$ cat config.mk
export PLATFORM = sky130hd
export DESIGN_NAME = instr_mem_loader
export DESIGN_NICKNAME = d
export VERILOG_FILES = /design/src/rtl/mips_imem_pkg.sv /design/src/rtl/imem_byte_ram.sv /design/src/rtl/instr_mem_loader.sv
export SDC_FILE = /design/constraint.sdc
export NUM_CORES = 2
export LEC_CHECK = 0
export ABC_CLOCK_PERIOD_IN_PS = 13300
export BUFFER_PORTS_ARGS = -buffer_cell sky130_fd_sc_hd__buf_2
export CAP_MARGIN = 15
export CELL_PAD_IN_SITES_DETAIL_PLACEMENT = 2
export CELL_PAD_IN_SITES_GLOBAL_PLACEMENT = 2
export CORE_MARGIN = 3
export CORE_UTILIZATION = 55
export CTS_BUF_LIST = sky130_fd_sc_hd__clkbuf_16
export DETAILED_ROUTE_END_ITERATION = 8
export HOLD_SLACK_MARGIN = 0.02
export PLACE_DENSITY_LB_ADDON = 0.1
export SETUP_SLACK_MARGIN = 0.1
export SYNTH_ARGS = -nofsm -noshare
export SYNTH_HDL_FRONTEND = slang
export SYNTH_HIERARCHICAL = 1
export SYNTH_SLANG_ARGS = --single-unit
$ cat constraint.sdc
create_clock -name clk -period 13.3 [get_ports clk]
set_input_delay 1.33 -clock clk [delete_from_list [all_inputs] [get_ports clk]]
set_output_delay 1.33 -clock clk [all_outputs]
set_load 0.1 [all_outputs]
$ cat src/rtl/mips_imem_pkg.sv
`default_nettype none
// ============================================================================
//  Module      : mips_imem_pkg
//  Description : Shared types and constants for the MIPS instruction memory.
//  Revision    : 1.0 - initial release
// ============================================================================
package mips_imem_pkg;

    typedef enum logic [0:0] {
        IMEM_LOAD = 1'b0,
        IMEM_RUN  = 1'b1
    } imem_state_e;

    localparam logic [31:0] NOP_INSTR  = 32'h0000_0000;
    localparam int          WORD_BYTES = 4;

endpackage
`default_nettype wire

$ cat src/rtl/imem_byte_ram.sv
`default_nettype none
// ============================================================================
//  Module      : imem_byte_ram
//  Description : Byte array with one synchronous write port and four
//                combinational byte-read ports at rd_addr..rd_addr+3.
//  Revision    : 1.0 - initial release
// ============================================================================
module imem_byte_ram
    import mips_imem_pkg::*;
#(
    parameter int ADDR_W = 8,
    parameter int DEPTH  = 256
) (
    input  logic              clk,
    input  logic              wr_en,
    input  logic [ADDR_W:0]   wr_addr,
    input  logic [7:0]        wr_data,
    input  logic [ADDR_W-1:0] rd_addr,
    output logic [7:0]        rd_data0,
    output logic [7:0]        rd_data1,
    output logic [7:0]        rd_data2,
    output logic [7:0]        rd_data3
);

    localparam int              IDX_W   = (DEPTH > 1) ? $clog2(DEPTH) : 1;
    localparam logic [ADDR_W:0] DEPTH_C = (ADDR_W + 1)'(DEPTH);

    logic [7:0]      mem_q  [DEPTH];
    logic [7:0]      rd_b   [WORD_BYTES];
    logic [ADDR_W:0] rd_idx [WORD_BYTES];

    always_ff @(posedge clk) begin
        if (wr_en && (wr_addr < DEPTH_C)) begin
            mem_q[wr_addr[IDX_W-1:0]] <= wr_data;
        end
    end

    // Reads past the end return zero; the caller flags such fetches anyway.
    always_comb begin
        for (int k = 0; k < WORD_BYTES; k++) begin
            rd_idx[k] = {1'b0, rd_addr} + (ADDR_W + 1)'(k);
            rd_b[k]   = (rd_idx[k] < DEPTH_C) ? mem_q[rd_idx[k][IDX_W-1:0]] : 8'h00;
        end
    end

    assign rd_data0 = rd_b[0];
    assign rd_data1 = rd_b[1];
    assign rd_data2 = rd_b[2];
    assign rd_data3 = rd_b[3];

endmodule
`default_nettype wire

$ cat src/rtl/instr_mem_loader.sv
`default_nettype none
// ============================================================================
//  Module      : instr_mem_loader
//  Description : Byte-serial loadable instruction memory with a registered,
//                stallable, bounds-checked big-endian fetch port.
//  Revision    : 1.0 - initial release
// ============================================================================
module instr_mem_loader
    import mips_imem_pkg::*;
#(
    parameter int ADDR_W   = 8,
    parameter int DEPTH    = 256,
    parameter int BOOT_RUN = 0
) (
    input  logic              clk,
    input  logic              rst,
    input  logic              prog_valid,
    input  logic [7:0]        prog_byte,
    input  logic              prog_done,
    input  logic              fetch_req,
    input  logic [ADDR_W-1:0] pc,
    input  logic              stall,
    output logic [31:0]       instr,
    output logic              instr_valid,
    output logic              fault,
    output logic              loading,
    output logic [ADDR_W:0]   prog_count,
    output logic              prog_overflow
);

    localparam logic [ADDR_W:0] DEPTH_C     = (ADDR_W + 1)'(DEPTH);
    localparam logic [ADDR_W:0] LAST_WORD_C = (ADDR_W + 1)'(DEPTH - WORD_BYTES);
    localparam imem_state_e     RESET_STATE = (BOOT_RUN != 0) ? IMEM_RUN : IMEM_LOAD;

    imem_state_e     state_q, state_d;
    logic [31:0]     instr_q, instr_d;
    logic            instr_valid_q, instr_valid_d;
    logic            fault_q, fault_d;
    logic [ADDR_W:0] prog_count_q, prog_count_d;
    logic            prog_overflow_q, prog_overflow_d;

    logic            wr_en;
    logic            bad_addr;
    logic [7:0]      rd0, rd1, rd2, rd3;

    imem_byte_ram #(
        .ADDR_W (ADDR_W),
        .DEPTH  (DEPTH)
    ) u_ram (
        .clk      (clk),
        .wr_en    (wr_en),
        .wr_addr  (prog_count_q),
        .wr_data  (prog_byte),
        .rd_addr  (pc),
        .rd_data0 (rd0),
        .rd_data1 (rd1),
        .rd_data2 (rd2),
        .rd_data3 (rd3)
    );

    assign bad_addr = (pc[1:0] != 2'b00) || ({1'b0, pc} > LAST_WORD_C);

    always_comb begin
        state_d         = state_q;
        instr_d         = instr_q;
        instr_valid_d   = instr_valid_q;
        fault_d         = fault_q;
        prog_count_d    = prog_count_q;
        prog_overflow_d = prog_overflow_q;
        wr_en           = 1'b0;

        case (state_q)
            IMEM_LOAD: begin
                instr_valid_d = 1'b0;
                if (prog_valid) begin
                    if (prog_count_q < DEPTH_C) begin
                        wr_en        = 1'b1;
                        prog_count_d = prog_count_q + 1'b1;
                    end else begin
                        prog_overflow_d = 1'b1;
                    end
                end
                if (prog_done) begin
                    state_d = IMEM_RUN;
                end
            end
            IMEM_RUN: begin
                // A stall freezes every fetch output register.
                if (!stall) begin
                    if (fetch_req) begin
                        instr_valid_d = 1'b1;
                        fault_d       = bad_addr;
                        instr_d       = bad_addr ? NOP_INSTR : {rd0, rd1, rd2, rd3};
                    end else begin
                        instr_valid_d = 1'b0;
                    end
                end
            end
            default: state_d = RESET_STATE;
        endcase
    end

    always_ff @(posedge clk) begin
        if (rst) begin
            state_q         <= RESET_STATE;
            instr_q         <= NOP_INSTR;
            instr_valid_q   <= 1'b0;
            fault_q         <= 1'b0;
            prog_count_q    <= '0;
            prog_overflow_q <= 1'b0;
        end else begin
            state_q         <= state_d;
            instr_q         <= instr_d;
            instr_valid_q   <= instr_valid_d;
            fault_q         <= fault_d;
            prog_count_q    <= prog_count_d;
            prog_overflow_q <= prog_overflow_d;
        end
    end

    assign instr         = instr_q;
    assign instr_valid   = instr_valid_q;
    assign fault         = fault_q;
    assign loading       = (state_q == IMEM_LOAD);
    assign prog_count    = prog_count_q;
    assign prog_overflow = prog_overflow_q;

endmodule
`default_nettype wire

Word level (Yosys, flattened, before mapping)
Memories as Yosys holds them, arrays and structs flattened.
Cells that the tools add are included.
Storage, ports and cells
  register bits after elaboration: 45
  latch bits: 0
  RAM bits: 2048
  ROM bits: 0
  input bits: 22
  output and inout bits: 45
  word-level logic and storage cells: 42
  memories: 1
Cells by class
  add/sub/neg operators: 4
  $mul: 0
  div/mod/pow operators: 0
  magnitude comparators: 6
  eq/ne operators: 1
  shifts and indexed selects: 0
  mux-type cells: 15
  bitwise gates (word level): 3
  reductions and logical operators: 6
Memory list
  u_ram.mem_q: depth 256, width 8, rd ports 4, clocked after memory_dff 0, write ports 1, RTL line imem_byte_ram.sv:28  | logic [7:0] mem_q [DEPTH];
Operator list (number)
  $lt 9x9->1 const B: 4
  $mux 32: 1
  $mux 8: 4
  $add 8x2->9 const B: 2
  $add 8x1->9 const B: 1
  $add 9x1->9 const B: 1
  $lt 8x9->1 const B: 1
  $mux 1: 9
  $reduce_and 3->1: 3
  $gt 8x8->1 const B: 1
  $not 1->1: 3
  $ne 2x2->1 const B: 1
  $pmux 1 s2: 1
  $reduce_bool 2->1: 1
  $logic_and 1x1->1: 1
  $logic_or 1x1->1: 1

Logic depth before layout (Yosys ltp)
  word-level depth: 7
  gate-level depth with buffers: 22
  mapped depth without buffers: 11

Hierarchy
Netlist, hierarchy kept.
By module, submodules not included
  imem_byte_ram: times used 1, cells each 6832, area an instance 128813.5 µm², sequential area each 61499.0 µm²
  instr_mem_loader: times used 1, cells each 203, area an instance 1696.6 µm², sequential area each 900.9 µm²

Least setup slack after synthesis
OpenSTA, ideal clock, no wires.
  path kind: input to register
  start: in pc[0]
  end: reg instr_q[22], in the netlist instr[22]
  setup time: 132 ps
  arrival: 5388 ps
  data required time: 13168 ps
  slack: 7780 ps
  stages: 19
  buffers on the path: 9
  path through: buf_4 buf_4 buf_4 buf_4 buf_4 inv_2 clkbuf_1 ha_1 buf_4 buf_4 clkbuf_1 mux4_2 mux4_2 nand2_1 a21oi_1 nor4_1 nor3_1 nand3_1 a21oi_1
Between the ends
  cells in the longest elaborated chain, start to end: 4
Ends and longest elaborated chain
  from (decl): RTL line instr_mem_loader.sv:21  | input logic [ADDR_W-1:0] pc,
  $add 8x1->9 (*): RTL line imem_byte_ram.sv:41  | rd_idx[k] = {1'b0, rd_addr} + (ADDR_W + 1)'(k);
  $mem_v2 256x8 / $lt 9x9->1 (equally long branches)
  $mux 8 (*): RTL line imem_byte_ram.sv:42  | rd_b[k] = (rd_idx[k] < DEPTH_C) ? mem_q[rd_idx[k][IDX_W-1:0]] : 8'h00;
  net rd1[6]: RTL line instr_mem_loader.sv:44  | logic [7:0] rd0, rd1, rd2, rd3;
  $mux 32 (*): RTL line instr_mem_loader.sv:93  | instr_d = bad_addr ? NOP_INSTR : {rd0, rd1, rd2, rd3};
  to (signal assigned): RTL line instr_mem_loader.sv:113  | instr_q <= instr_d;
  to (decl): RTL line instr_mem_loader.sv:36  | logic [31:0] instr_q, instr_d;
The timed path passes the listed nets; every way through them passes the cells marked *.
A chain may end at the register's enable or synchronous reset.

Worst setup path after layout
  start: in pc[0]
  end: reg instr_q[4], in the netlist instr[4]
Between the ends
  cells in the longest elaborated chain, start to end: 4
Ends and longest elaborated chain (RTL line)
  $add 8x2->9 (*): imem_byte_ram.sv:41
  $mem_v2 256x8 / $lt 9x9->1 (equally long branches)
  $mux 8 (*): imem_byte_ram.sv:42
  net rd3[4]: instr_mem_loader.sv:44
  $mux 32 (*): instr_mem_loader.sv:93
Marked as above.

==> flow_summary.toml <==
[die]
io_pins = 67
core_area_um2 = 236000
initial_utilization_pct = 55.4
rows = 178
dieArea_um2 = 243000
die_height_um = 493
dieWidth_um = 493

[setup_path]
endpoint = "instr[4]"
r2r_end = "u_ram/mem_q[196][4]"
worstPathArrival_ps = 7980
critical_path_class = "in -> reg"
end_kind = "register"
cp_max_fo = 121
critical_path_required_ps = 14030
critPathSlowestCell = "ha_4"
crit_chain = "buf_12, inv_2, ha_4, buf_12, buf_12, mux4_2, mux4_2, a22oi_1, nand3_1, and4_1, a21o_1, nand3_1, a21oi_1"
timing.rr.start = "prog_count[4]"
startpoint_type = "input pin"
worstRegToRegCells = 3
crit_top_cell = "buf_12"
cpPeakStageDelay_ps = 840
startpoint = "pc[0]"
reg2reg_slack_ps = 8950

[run_status]
status = "finished, final reports clean"

[route]
drc_errors = 0
vias_per_cell = 8.92
drtIter0Drc = 18776
antenna_left = 0
vias = 92828
routedWlPerCell_um = 53.2
totalWireLength_mm = 554
first_pass_iters = 9

[synth]
yosysWarnings = 6
async_flop_share_pct = 0
synthTopCellsByArea = "edfxtp_1 (47%), mux4_2 (42%), mux2i_1 (1.8%)"
synth_nets = 7063
avgSynthCellArea_um2 = 18.6
synth_seq_cells = 2093
syn-cell-area_um2 = 131000
synth_ff_type = "edfxtp_1"
synth_edf_count = 2048
netlist_instances = 7035
synth_top_area_share_pct = 47.1
yosysTopAreaCell = "edfxtp_1"
yosysSeqAreaShare_pct = 47.8
ys_types = 67

[clock_network]
clock_path_buffers = 3
cts_sinks = 2093
ctsResizeCount = 0
cts_hold_buf = 0
cts-root-buf = "clkbuf_16"
cts.clk_slew.worst_paths_ps = 70
clock_latency_ps = 920
cts_tree = "built"
postCtsSetupRepairBufs = 0
cts_buffers = 232
h-tree-depth = 4

[power_and_ir_drop]
p_leak_nw = 44.6
internal_power_w = 0.0121
ir_drop_mv = 0.117
p_per_area_nw_per_um2 = 118
switchingPower_w = 0.00485
combPwrFrac_pct = 18.5
sw_frac_of_total_pct = 28.7
clkPwrFrac_pct = 38.6
p_seq_share_pct = 42.8

[timing]
timing.hold.ws_ps = 496
timing.fmax_mhz = 138
finalHoldViolations = 0
finalSetupViolCount = 0
tns_ps = 0
finalCritPeriodShare_pct = 54.5
layout_min_cycle_time_ps = 7250
slew_viol_final = 0
rsz0062_at_grt = "no"
slew_headroom_pct = 2.86
clock_skew_ps = 34.3
worst_pin_slew_ps = 1460

[global_routing]
grt-ovfl-total = 0
grt_pass1_wl_mm = 767
grt_pass1_vias = 91038
grt.total_usage_pct = 45.5
antenna_found_initial = 45
grt_max_degree = 165

[placement]
port_buffers = 66
gp_congestion = 0.949
post-dp-hpwl_mm = 347
dpl.cell_count = 9899

[cells_and_area]
layout_commonest_cell = "mux4_2"
final_cell_mix = "mux4_2 (2412), edfxtp_1 (2048), nand2_1 (455), buf_4 (353), nor2_1 (282)"
nets = 7037
instances_no_fill = 10406
drive_above_1_share_pct = 45.8
syn_to_final_growth_pct = 9.53

[job]
drv_cap = 0

[worst_hold_path]
timing.hold.worst.class = "reg -> reg"
[final cells by class]
| type | instances | area, um^2 |
|---|---|---|
| sequential | 2093 | 62400 |
| clock buffer | 234 | 5860 |
| multi-input combinational | 4204 | 65000 |
| tap | 3150 | 3940 |
| inverter | 11 | 43.8 |
| antenna | 51 | 128 |
| clock inverter | 196 | 1640 |
| timing repair buffer | 467 | 3940 |
| fill | 18554 | 92700 |
[power by group through the flow]
stage	Clock, W	Sequential (W)	Combinational (W)
6_report	0.00654	0.00725	0.00314
3_3_place_gp	0	0.00739	0.00287
2_1_floorplan	0	0.00740	0.00182
5_1_grt	0.00680	0.00725	0.00315
3_5_place_dp	0	0.00739	0.00296
4_1_cts	0.00655	0.00725	0.00300
[flip-flops by register name, summed over array words and instances (netlist names)]
signal	count
fault	1
instr	32
instr_valid	1
prog_count	9
prog_overflow	1
state_q	1
u_ram/mem_q	2048
[critical path, delay by kind of cell]
kind                       cells  cell delay, ps
AOI/OAI and AO/OA              3            1130
adders and majority gates      1             840
buffers and inverters          4            2120
muxes                          2             970
and+or+nand+nor                3            1080
[logic make-up after synthesis]
| logic type | after synthesis | share of synthesized area, % |
|---|---|---|
| AOI/OAI and AO/OA | 388 | 2.02 |
| muxes | 2653 | 43.5 |
| xor gates and xnor gates | 24 | 0.178 |
| buffers and inverters | 738 | 2.73 |
| and+or+nand+nor | 1133 | 3.73 |
| adders and majority gates | 6 | 0.0575 |
| DFF | 2093 | 47.8 |
[how the worst min path moves through the flow]
| stage | start | end | slack (ps) | cells past startpoint |
|---|---|---|---|---|
| CTS | prog_overflow | prog_overflow | 490 | 2 |
| detailed placement | prog_overflow | prog_overflow | 480 | 2 |
| finish | prog_overflow | prog_overflow | 500 | 2 |
| global placement | prog_overflow | prog_overflow | 450 | 2 |
| floorplan | state_q | state_q | 510 | 2 |
| global route | instr[26] | instr[26] | 520 | 2 |
[metrics by stage]
step | power (W) | setup slack (ps) | cell area (um^2) | util, %
floorplan | 0.00922 | 7780 | 131000 | -
global route | 0.0172 | 5950 | 143000 | 60.6
detailed placement | 0.0103 | 5340 | 135000 | 57.3
finish | 0.0169 | 6050 | 143000 | 60.7
global placement | 0.0103 | 5370 | 135000 | 57.2
CTS | 0.0168 | 6210 | 143000 | 60.5
[per-layer routing]
| metal | GRT usage [%] | vias up | part of all wire [%] |
|---|---|---|---|
| li1 | - | 31424 | - |
| met1 | 57.9 | 48820 | 31 |
| met2 | 65.9 | 10323 | 44 |
| met3 | 16.7 | 2238 | 16 |
| met4 | 30.2 | 23 | 8.4 |
| met5 | 0 | - | 0.036 |
[cell usage after synthesis, drive strengths merged, types with 7 or more instances]
cell type,n
and3,18
a31oi,24
a21oi,98
a22oi,10
o31ai,7
edfxtp,2048
dfxtp,45
nand3,224
mux4,2412
xnor2,19
o221ai,38
clkbuf,267
o21a,9
o211ai,8
o21ai,41
nor2,306
a32o,23
buf,460
nand2,457
nor3,50
o22ai,69
a311oi,12
a32oi,7
inv,11
nand4,33
mux2i,236
nor2b,10
o2111ai,8
(Power assumes the default switching activity.)
